$ cat src/rtl/panda_risc_v_ibus_pkg.sv
// Shared constants for the instruction bus controller: response error codes,
// the default timeout threshold and the order-FIFO count width.
package panda_risc_v_ibus_pkg;

    localparam logic [1:0] IMEM_ACCESS_NORMAL = 2'b00;
    localparam logic [1:0] PC_UNALIGNED       = 2'b01;
    localparam logic [1:0] BUS_ERR            = 2'b10;
    localparam logic [1:0] TIMEOUT            = 2'b11;

    localparam int DEFAULT_IBUS_TIMEOUT_TH = 16;

    // Wide enough for the largest legal depth (4) plus the zero state.
    localparam int ORDER_CNT_W = 3;

endpackage

$ cat src/rtl/panda_risc_v_ibus_order_fifo.sv
// Register FIFO, 1 bit wide, recording whether each outstanding request was
// misaligned so responses can be returned in request order.
module panda_risc_v_ibus_order_fifo
    import panda_risc_v_ibus_pkg::*;
#(
    parameter int DEPTH = 4
)(
    input  logic clk,
    input  logic resetn,
    input  logic push,
    input  logic push_data,
    input  logic pop,
    output logic head_data,
    output logic full,
    output logic empty
);

    localparam int PTR_W = (DEPTH > 1) ? $clog2(DEPTH) : 1;

    logic [DEPTH-1:0]       mem;
    logic [PTR_W-1:0]       rd_ptr;
    logic [PTR_W-1:0]       wr_ptr;
    logic [ORDER_CNT_W-1:0] count;

    function automatic logic [PTR_W-1:0] ptr_inc(input logic [PTR_W-1:0] p);
        return (p == PTR_W'(DEPTH - 1)) ? '0 : p + 1'b1;
    endfunction

    assign full      = (count == ORDER_CNT_W'(DEPTH));
    assign empty     = (count == '0);
    assign head_data = mem[rd_ptr];

    always_ff @(posedge clk or negedge resetn) begin
        if (!resetn) begin
            mem    <= '0;
            rd_ptr <= '0;
            wr_ptr <= '0;
            count  <= '0;
        end else begin
            if (push) begin
                mem[wr_ptr] <= push_data;
                wr_ptr      <= ptr_inc(wr_ptr);
            end
            if (pop)
                rd_ptr <= ptr_inc(rd_ptr);
            case ({push, pop})
                2'b10:   count <= count + 1'b1;
                2'b01:   count <= count - 1'b1;
                default: count <= count;
            endcase
        end
    end

endmodule

$ cat src/rtl/panda_risc_v_ibus_ctrler.sv
// IMEM access responder: checks PC alignment, forwards aligned requests to the
// in-order instruction bus and returns one registered response per request.
// Optional bus timeout enabled by defining PANDA_IBUS_TIMEOUT_EN.
module panda_risc_v_ibus_ctrler
    import panda_risc_v_ibus_pkg::*;
#(
    parameter int simulation_delay   = 1,
    parameter int IBUS_OUTSTANDING_N = 4,
    parameter int IBUS_TIMEOUT_TH    = DEFAULT_IBUS_TIMEOUT_TH
)(
    input  logic        clk,
    input  logic        resetn,
    input  logic [31:0] imem_access_req_addr,
    input  logic        imem_access_req_read,
    input  logic [31:0] imem_access_req_wdata,
    input  logic [3:0]  imem_access_req_wmask,
    input  logic        imem_access_req_valid,
    output logic        imem_access_req_ready,
    output logic [31:0] imem_access_resp_rdata,
    output logic [1:0]  imem_access_resp_err,
    output logic        imem_access_resp_valid,
    output logic [31:0] ibus_cmd_addr,
    output logic        ibus_cmd_read,
    output logic [31:0] ibus_cmd_wdata,
    output logic [3:0]  ibus_cmd_wmask,
    output logic        ibus_cmd_valid,
    input  logic        ibus_cmd_ready,
    input  logic [31:0] ibus_rsp_rdata,
    input  logic        ibus_rsp_err,
    input  logic        ibus_rsp_valid,
    output logic        ibus_rsp_ready
);

    if (IBUS_OUTSTANDING_N < 1 || IBUS_OUTSTANDING_N > 4) begin : g_bad_outstanding
        $error("IBUS_OUTSTANDING_N must be in 1..4");
    end
    if (IBUS_TIMEOUT_TH < 2 || IBUS_TIMEOUT_TH > 255) begin : g_bad_timeout
        $error("IBUS_TIMEOUT_TH must be in 2..255");
    end
    if (simulation_delay < 0) begin : g_bad_delay
        $error("simulation_delay must not be negative");
    end

    logic       misalign;
    logic       accept;
    logic       fifo_full;
    logic       fifo_empty;
    logic       head_mis;
    logic       head_bus;
    logic       drop_mode;
    logic       rsp_take;
    logic       pop_mis;
    logic       pop_bus;
    logic       pop_to;
    logic       fifo_pop;
    logic [2:0] drop_cnt;

    assign misalign = (imem_access_req_addr[1:0] != 2'b00);

    assign ibus_cmd_addr  = imem_access_req_addr;
    assign ibus_cmd_read  = imem_access_req_read;
    assign ibus_cmd_wdata = imem_access_req_wdata;
    assign ibus_cmd_wmask = imem_access_req_wmask;
    assign ibus_cmd_valid = imem_access_req_valid & ~misalign & ~fifo_full;

    assign imem_access_req_ready = ~fifo_full & (misalign | ibus_cmd_ready);
    assign accept                = imem_access_req_valid & imem_access_req_ready;

    // Dropped responses belong to timed-out commands and outrank the head.
    assign head_bus       = ~fifo_empty & ~head_mis;
    assign drop_mode      = (drop_cnt != 3'd0);
    assign ibus_rsp_ready = drop_mode | head_bus;
    assign rsp_take       = ibus_rsp_valid & ibus_rsp_ready;

    assign pop_mis  = ~fifo_empty & head_mis;
    assign pop_bus  = rsp_take & ~drop_mode & head_bus;
    assign fifo_pop = pop_mis | pop_bus | pop_to;

    panda_risc_v_ibus_order_fifo #(
        .DEPTH(IBUS_OUTSTANDING_N)
    ) u_order_fifo (
        .clk      (clk),
        .resetn   (resetn),
        .push     (accept),
        .push_data(misalign),
        .pop      (fifo_pop),
        .head_data(head_mis),
        .full     (fifo_full),
        .empty    (fifo_empty)
    );

`ifdef PANDA_IBUS_TIMEOUT_EN
    logic [7:0] to_cnt;
    logic       to_run;

    // A response in the threshold cycle clears to_run, so it wins over the timeout.
    assign to_run = head_bus & ~drop_mode & ~ibus_rsp_valid;
    assign pop_to = to_run & (to_cnt == 8'(IBUS_TIMEOUT_TH - 1));

    always_ff @(posedge clk or negedge resetn) begin
        if (!resetn) begin
            to_cnt   <= 8'd0;
            drop_cnt <= 3'd0;
        end else begin
            if (fifo_pop)
                to_cnt <= 8'd0;
            else if (to_run)
                to_cnt <= to_cnt + 8'd1;

            if (pop_to)
                drop_cnt <= drop_cnt + 3'd1;
            else if (rsp_take & drop_mode)
                drop_cnt <= drop_cnt - 3'd1;
        end
    end
`else
    assign pop_to   = 1'b0;
    assign drop_cnt = 3'd0;
`endif

    always_ff @(posedge clk or negedge resetn) begin
        if (!resetn) begin
            imem_access_resp_valid <= 1'b0;
            imem_access_resp_err   <= IMEM_ACCESS_NORMAL;
            imem_access_resp_rdata <= 32'd0;
        end else begin
            imem_access_resp_valid <= fifo_pop;
            if (pop_mis) begin
                imem_access_resp_err   <= PC_UNALIGNED;
                imem_access_resp_rdata <= 32'd0;
            end else if (pop_bus) begin
                imem_access_resp_err   <= ibus_rsp_err ? BUS_ERR : IMEM_ACCESS_NORMAL;
                imem_access_resp_rdata <= ibus_rsp_rdata;
            end else if (pop_to) begin
                imem_access_resp_err   <= TIMEOUT;
                imem_access_resp_rdata <= 32'd0;
            end
        end
    end

endmodule

$ cat config.mk
export PLATFORM = sky130hd
export DESIGN_NAME = panda_risc_v_ibus_ctrler
export DESIGN_NICKNAME = d
export VERILOG_FILES = /design/src/rtl/panda_risc_v_ibus_pkg.sv /design/src/rtl/panda_risc_v_ibus_order_fifo.sv /design/src/rtl/panda_risc_v_ibus_ctrler.sv
export SDC_FILE = /design/constraint.sdc
export NUM_CORES = 1
export LEC_CHECK = 0
export CORE_ASPECT_RATIO = 0.8
export CORE_UTILIZATION = 41
export CTS_BUF_LIST = sky130_fd_sc_hd__clkbuf_2
export DETAILED_ROUTE_END_ITERATION = 12
export MAX_ROUTING_LAYER = met4
export PLACE_DENSITY = 0.89
export SETUP_SLACK_MARGIN = 0.3
export SLEW_MARGIN = 30
export SYNTH_ARGS = -nofsm -noshare
export SYNTH_HDL_FRONTEND = slang
export SYNTH_SLANG_ARGS = --single-unit
$ cat constraint.sdc
create_clock -name clk -period 3.6 [get_ports clk]
set_input_delay 0.72 -clock clk [delete_from_list [all_inputs] [get_ports clk]]
set_output_delay 0.72 -clock clk [all_outputs]
set_load 0.01 [all_outputs]
Yosys cells after proc, flatten, opt, wreduce, memory -nomap -nowiden
Index checks and enable logic that the tools add are counted.
{"block": "totals", "in_bits": 107, "latch_bits": 0, "romBits": 0, "mem_count": 0, "regBits": 46, "ramBits": 0}
{"block": "classes", "reduce_logical": 5, "n_div": 0, "bitwise": 14, "eq_ne": 5, "n_shift": 0, "n_lt_le_gt_ge": 3, "n_mul": 0, "n_addsub": 4, "muxes": 13}
{"cell": "two-way mux 32 bit", "n": 2}
{"cell": "two-way mux 2 bit", "n": 5}
{"cell": "AND 1 bit", "n": 8}
{"cell": "equality test 2 bit (second input constant)", "n": 3}
{"cell": "< comparator 2 x 3 -> 1 bit (second input constant)", "n": 2}
{"cell": "case mux 3 bit (2 select lines)", "n": 1}
{"cell": "nonzero test 2 bit", "n": 3}
{"cell": "adder 2 x 1 -> 2 bit (second input constant)", "n": 2}
{"cell": "bitwise mux 4 bit", "n": 1}
{"cell": "NOT 1 bit", "n": 4}
{"cell": "adder 3 x 1 -> 3 bit (second input constant)", "n": 1}
{"cell": "equality test 3 bit (second input constant)", "n": 1}
{"cell": "logical NOT 3 bit", "n": 1}
{"cell": "subtractor 3 x 1 -> 3 bit (second input constant)", "n": 1}
{"cell": "binary-select mux 1 bit (select 2 bit)", "n": 1}
{"cell": "demux 1 bit (select 2 bit)", "n": 1}
{"cell": "equality test 2 x 1 -> 1 bit (second input constant)", "n": 1}
{"cell": "greater-or-equal comparator 2 x 1 -> 1 bit (second input constant)", "n": 1}
{"cell": "two-way mux 1 bit", "n": 2}
{"cell": "OR 1 bit", "n": 2}
{"cell": "logical AND 1 bit", "n": 1}

Depth between registers and ports, before layout
{"block": "logic_depth", "depth_word": 9, "mapped_depth": 10}

By module
A second synthesis with hierarchy kept.
{"block": "hier_totals", "cells_unflattened": 314, "area_unflattened_um2": 3118.0}
{"mod": "panda_risc_v_ibus_ctrler", "instances": 1, "cells_each": 267, "area_each_um2": 2544.9}
{"mod": "panda_risc_v_ibus_order_fifo", "instances": 1, "cells_each": 47, "area_each_um2": 573.0}

Worst setup path after synthesis
No wires, ideal clock.
{"block": "synth_path", "path_kind": "in2reg", "startpoint": "input imem_access_req_addr[1]", "endpoint": "register u_order_fifo.count[2]", "stages": 9, "t_required_ps": 3521, "path_buffers": 1, "setup_slack_ps": 1172, "arrival_ps": 2349, "path_cell_list": "or2_2 buf_1 o211ai_2 ha_1 inv_1 fa_1 xor2_1 nor2_1 xor2_1"}
{"block": "synth_via", "elab_chain_cells": 6, "elab_cells_between_ends": 8, "cone_classes": "eq/ne (2); mux (1); bitwise (3); reduce/logical (2)"}
{"element": "from (decl)", "line_no": "panda_risc_v_ibus_ctrler.sv:13", "source": "input logic [31:0] imem_access_req_addr,"}
{"element": "nonzero test 2 bit (*)", "line_no": "panda_risc_v_ibus_ctrler.sv:58", "source": "assign misalign = (imem_access_req_addr[1:0] != 2'b00);"}
{"element": "OR 1 bit (*)", "line_no": "panda_risc_v_ibus_ctrler.sv:66", "source": "assign imem_access_req_ready = ~fifo_full & (misalign | ibus_cmd_ready);"}
{"element": "AND 1 bit (*)", "line_no": "panda_risc_v_ibus_ctrler.sv:66"}
{"element": "AND 1 bit (*)", "line_no": "panda_risc_v_ibus_ctrler.sv:67", "source": "assign accept = imem_access_req_valid & imem_access_req_ready;"}
{"element": "equality test 2 x 1 -> 1 bit / equality test 2 bit (equally long branches)", "line_no": "panda_risc_v_ibus_order_fifo.sv:46", "source": "case ({push, pop})"}
{"element": "case mux 3 bit (2 select lines) / nonzero test 2 bit (equally long branches)"}
{"element": "to (signal assigned)", "line_no": "panda_risc_v_ibus_order_fifo.sv:47", "source": "2'b10: count <= count + 1'b1;"}
{"element": "to (signal assigned)", "line_no": "panda_risc_v_ibus_order_fifo.sv:48", "source": "2'b01: count <= count - 1'b1;"}
{"element": "to (signal assigned)", "line_no": "panda_risc_v_ibus_order_fifo.sv:49", "source": "default: count <= count;"}
{"element": "to (decl)", "line_no": "panda_risc_v_ibus_order_fifo.sv:23", "source": "logic [ORDER_CNT_W-1:0] count;"}
Every way passes the cells marked *; elsewhere a longest branch is shown, timed or not.
A chain may end at the register's enable or synchronous reset.

Final worst setup path
{"block": "layout_path", "startpoint": "input imem_access_req_addr[1]", "endpoint": "output imem_access_req_ready"}
{"block": "layout_via", "elab_chain_cells": 3}
{"element": "nonzero test 2 bit", "line_no": "panda_risc_v_ibus_ctrler.sv:58"}
{"element": "OR 1 bit", "line_no": "panda_risc_v_ibus_ctrler.sv:66"}
{"element": "AND 1 bit", "line_no": "panda_risc_v_ibus_ctrler.sv:66"}
{"element": "to (decl)", "line_no": "panda_risc_v_ibus_ctrler.sv:18", "source": "output logic imem_access_req_ready,"}
Every way passes these cells.

==> results_dict.tcl <==
set metrics [dict create \
    design_area_um2 3650 \
    std_cell_rows 28 \
    vias 2529 \
    crit_buf_inv 2 \
    core_area_um2 7570 \
    cpPeakStageDelay_ns 0.48 \
    stdcell_count 429 \
    initial_core_util 0.434 \
    setup_viol 0 \
    critical_path_class "input pin to output pin" \
    p_leak_nw 1.73 \
    max_freq_ghz 0.346 \
    first_iter_violations 94 \
    crit_path_top_delay_cell "clkdlybuf4s50_1" \
    fin_crit_sh 0.803 \
    top_layer "met4" \
    max_cap_violations 0 \
    synth-seq-cells 46 \
    clk_latency_ns 0.41 \
    worstSetupStartpointType "input pin" \
    syn2layout_area_growth_pct 11.2 \
    drv_slew 0 \
    grt_max_degree 47 \
    synth_fp_nets 441 \
    arrival_ns 2.17 \
    avgSynthCellArea_um2 10.0 \
    hold_viol 0 \
    netlist.top_cell.by_area "dfrtp_1" \
    ctsResizeCount 0 \
    grt.overflow.total 0 \
    ant_nets 0 \
    boundaryPins 214 \
    syn_inst 327 \
    multi_input_area_um2 1480 \
    critPathCaptureType "output pin" \
    viasPerCell 5.90 \
    period_needed_ns 2.89 \
    wl_met3_um 493 \
    seq_area_frac_synth 0.350 \
    tns_ns 0 \
    synthFlopType "dfrtp_1" \
    fill_cells 700 \
    grt_pass1_wl_um 12800 \
    synthTopCellsByArea "dfrtp_1 (35%), buf_4 (16%), o2bb2ai_1 (9.1%)" \
    cts-root-buf "clkbuf_2" \
    die-width_um 102 \
    numCtsBuffers 5 \
    skew_ns 0.00945 \
    cp_data_required_time_ns 2.88 \
    yosysWarningCount 0 \
    cts_hold_buf 0 \
    dp.cells 422 \
    met2WireLength_um 3880 \
    rsz0062_at_grt "false" \
    cts_sinks 46 \
    syn_area_um2 3280 \
    clock_path_buffers 2 \
    drive_gt1_frac 0.0741 \
    worst-path-max-fanout 7 \
    cts_setup_buffers 0 \
    outcome "completed" \
    cp_cell_sequence "clkdlybuf4s50_1, or2_2, o21a_1, clkdlybuf4s50_1" \
    grt_pass1_vias 2581 \
    drc_errors 0 \
    grt_usage 0.201 \
    path_delay_family "buffers and inverters" \
    antenna_cells 0 \
    die_h_um 82.1 \
    drt_first_pass_iters 5 \
    ir_worst_vdd_uv 356 \
    place_area_um2 3620 \
    clk_pin_slew_ns 0.23 \
    synth_top_area_frac 0.350 \
    num-nets-final 438 \
    cellPowerDensity_nw_per_um2 695 \
    slew_headroom 0.402 \
    synth_cell_types 37 \
    regArea_um2 1150 \
    met1Wirelength_um 3480 \
    worstMarginPinSlew_ns 0.896 \
    wl_um 7930 \
    cts.htree.levels 2 \
    crit_top_cell "clkdlybuf4s50_1" \
    dp_hpwl_um 5000 \
    hold_slack_ns 0.267 \
    wl_per_cell_um 18.5 \
    gp_congestion 0.810 \
    async_flop_share 1.00 \
    cts_tree "built" \
    antenna_found_initial 0 \
    hold_path.class "input pin to asynchronous set/reset pin" \
    die_area_um2 8370 \
    port_buffers 79 \
    synth_edf_count 0 \
]
placed cells by master (no fill, tap or decap), drive strengths merged, types with 5 or more instances in the layout:
cell and n:
a211o 33, and3 33, buf 6, clkbuf 5
clkdlybuf4s50 78, dfrtp 46, ha 6, inv 7
nand3b 33, nor2 6, o2bb2ai 34
state kept, by name, indices dropped and copies added, names as in the netlist:
name,count
u_order_fifo.mem,4
imem_access_resp_err,2
imem_access_resp_valid,1
imem_access_resp_rdata,32
u_order_fifo.wr_ptr,2
u_order_fifo.rd_ptr,2
u_order_fifo.count,3
where the power goes:
| part | switching (W) | total [W] | internal [W] |
|---|---|---|---|
| registers | 0.000187 | 0.000882 | 0.000694 |
| logic | 0.000790 | 0.00144 | 0.000654 |
| clock network | 0.000170 | 0.000212 | 0.0000422 |
worst paths after layout:
path,from,endpoint,slack [ns],cells past startpoint
max,imem_access_req_addr[1],imem_access_req_ready,0.71,4
min,resetn,imem_access_resp_rdata[5]$_DFFE_PN0P_,0.27,1
max reg2reg,u_order_fifo.count[1]$_DFFE_PN0P_,u_order_fifo.count[2]$_DFFE_PN0P_,1.27,8
min reg2reg,imem_access_resp_err[0]$_DFFE_PN0P_,imem_access_resp_err[0]$_DFFE_PN0P_,0.56,1
max in group asynchronous,resetn,u_order_fifo.rd_ptr[1]$_DFFE_PN0P_,2.91,1
min in group clk,imem_access_resp_err[0]$_DFFE_PN0P_,imem_access_resp_err[0]$_DFFE_PN0P_,0.56,1
layer usage:
layer  global-route usage  up-vias
li1                     -     1128
met5                    -        -
met1                0.253     1275
met4               0.0543        0
met2                0.330      106
met3               0.0434       20
Yosys cell counts, types with 3 or more instances:
master,n
nor2_1,5
buf_4,69
a211o_1,33
ha_1,6
o2bb2ai_1,34
buf_2,6
dfrtp_1,46
inv_1,7
and3_1,33
buf_6,3
a32o_1,4
nand4_1,4
clkbuf_1,14
nand3b_1,33
layout make-up:
type | count | share of cell area
repair buffers | 84 | 0.226
clock buffers | 5 | 0.00685
inverters | 7 | 0.00719
multi-input cells | 180 | 0.406
well taps | 105 | 0.0360
clock inverters | 2 | 0.00274
flip-flops and latches | 46 | 0.315
cell families (layout without fill, tap and decap cells):
logic type	Yosys count	in the layout	share of synthesized area
buffers and inverters	101	98	0.203
AND/OR/NAND/NOR	84	84	0.172
AO/OA/AOI/OAI	79	79	0.211
flip-flops	46	46	0.350
adder cells (fa/ha/maj)	7	7	0.0290
multiplexers	7	7	0.0267
XOR/XNOR	3	3	0.00800
through the flow:
stage	setup WS, ns	util	total power [W]
final	0.709	0.483	0.00254
after global routing	0.624	0.483	0.00275
after CTS	0.700	0.483	0.00256
after detailed placement	0.701	0.478	0.00234
after global placement	0.743	0.477	0.00227
after floorplan	1.17	-	0.00186
Power figures use the tool's default switching activity.
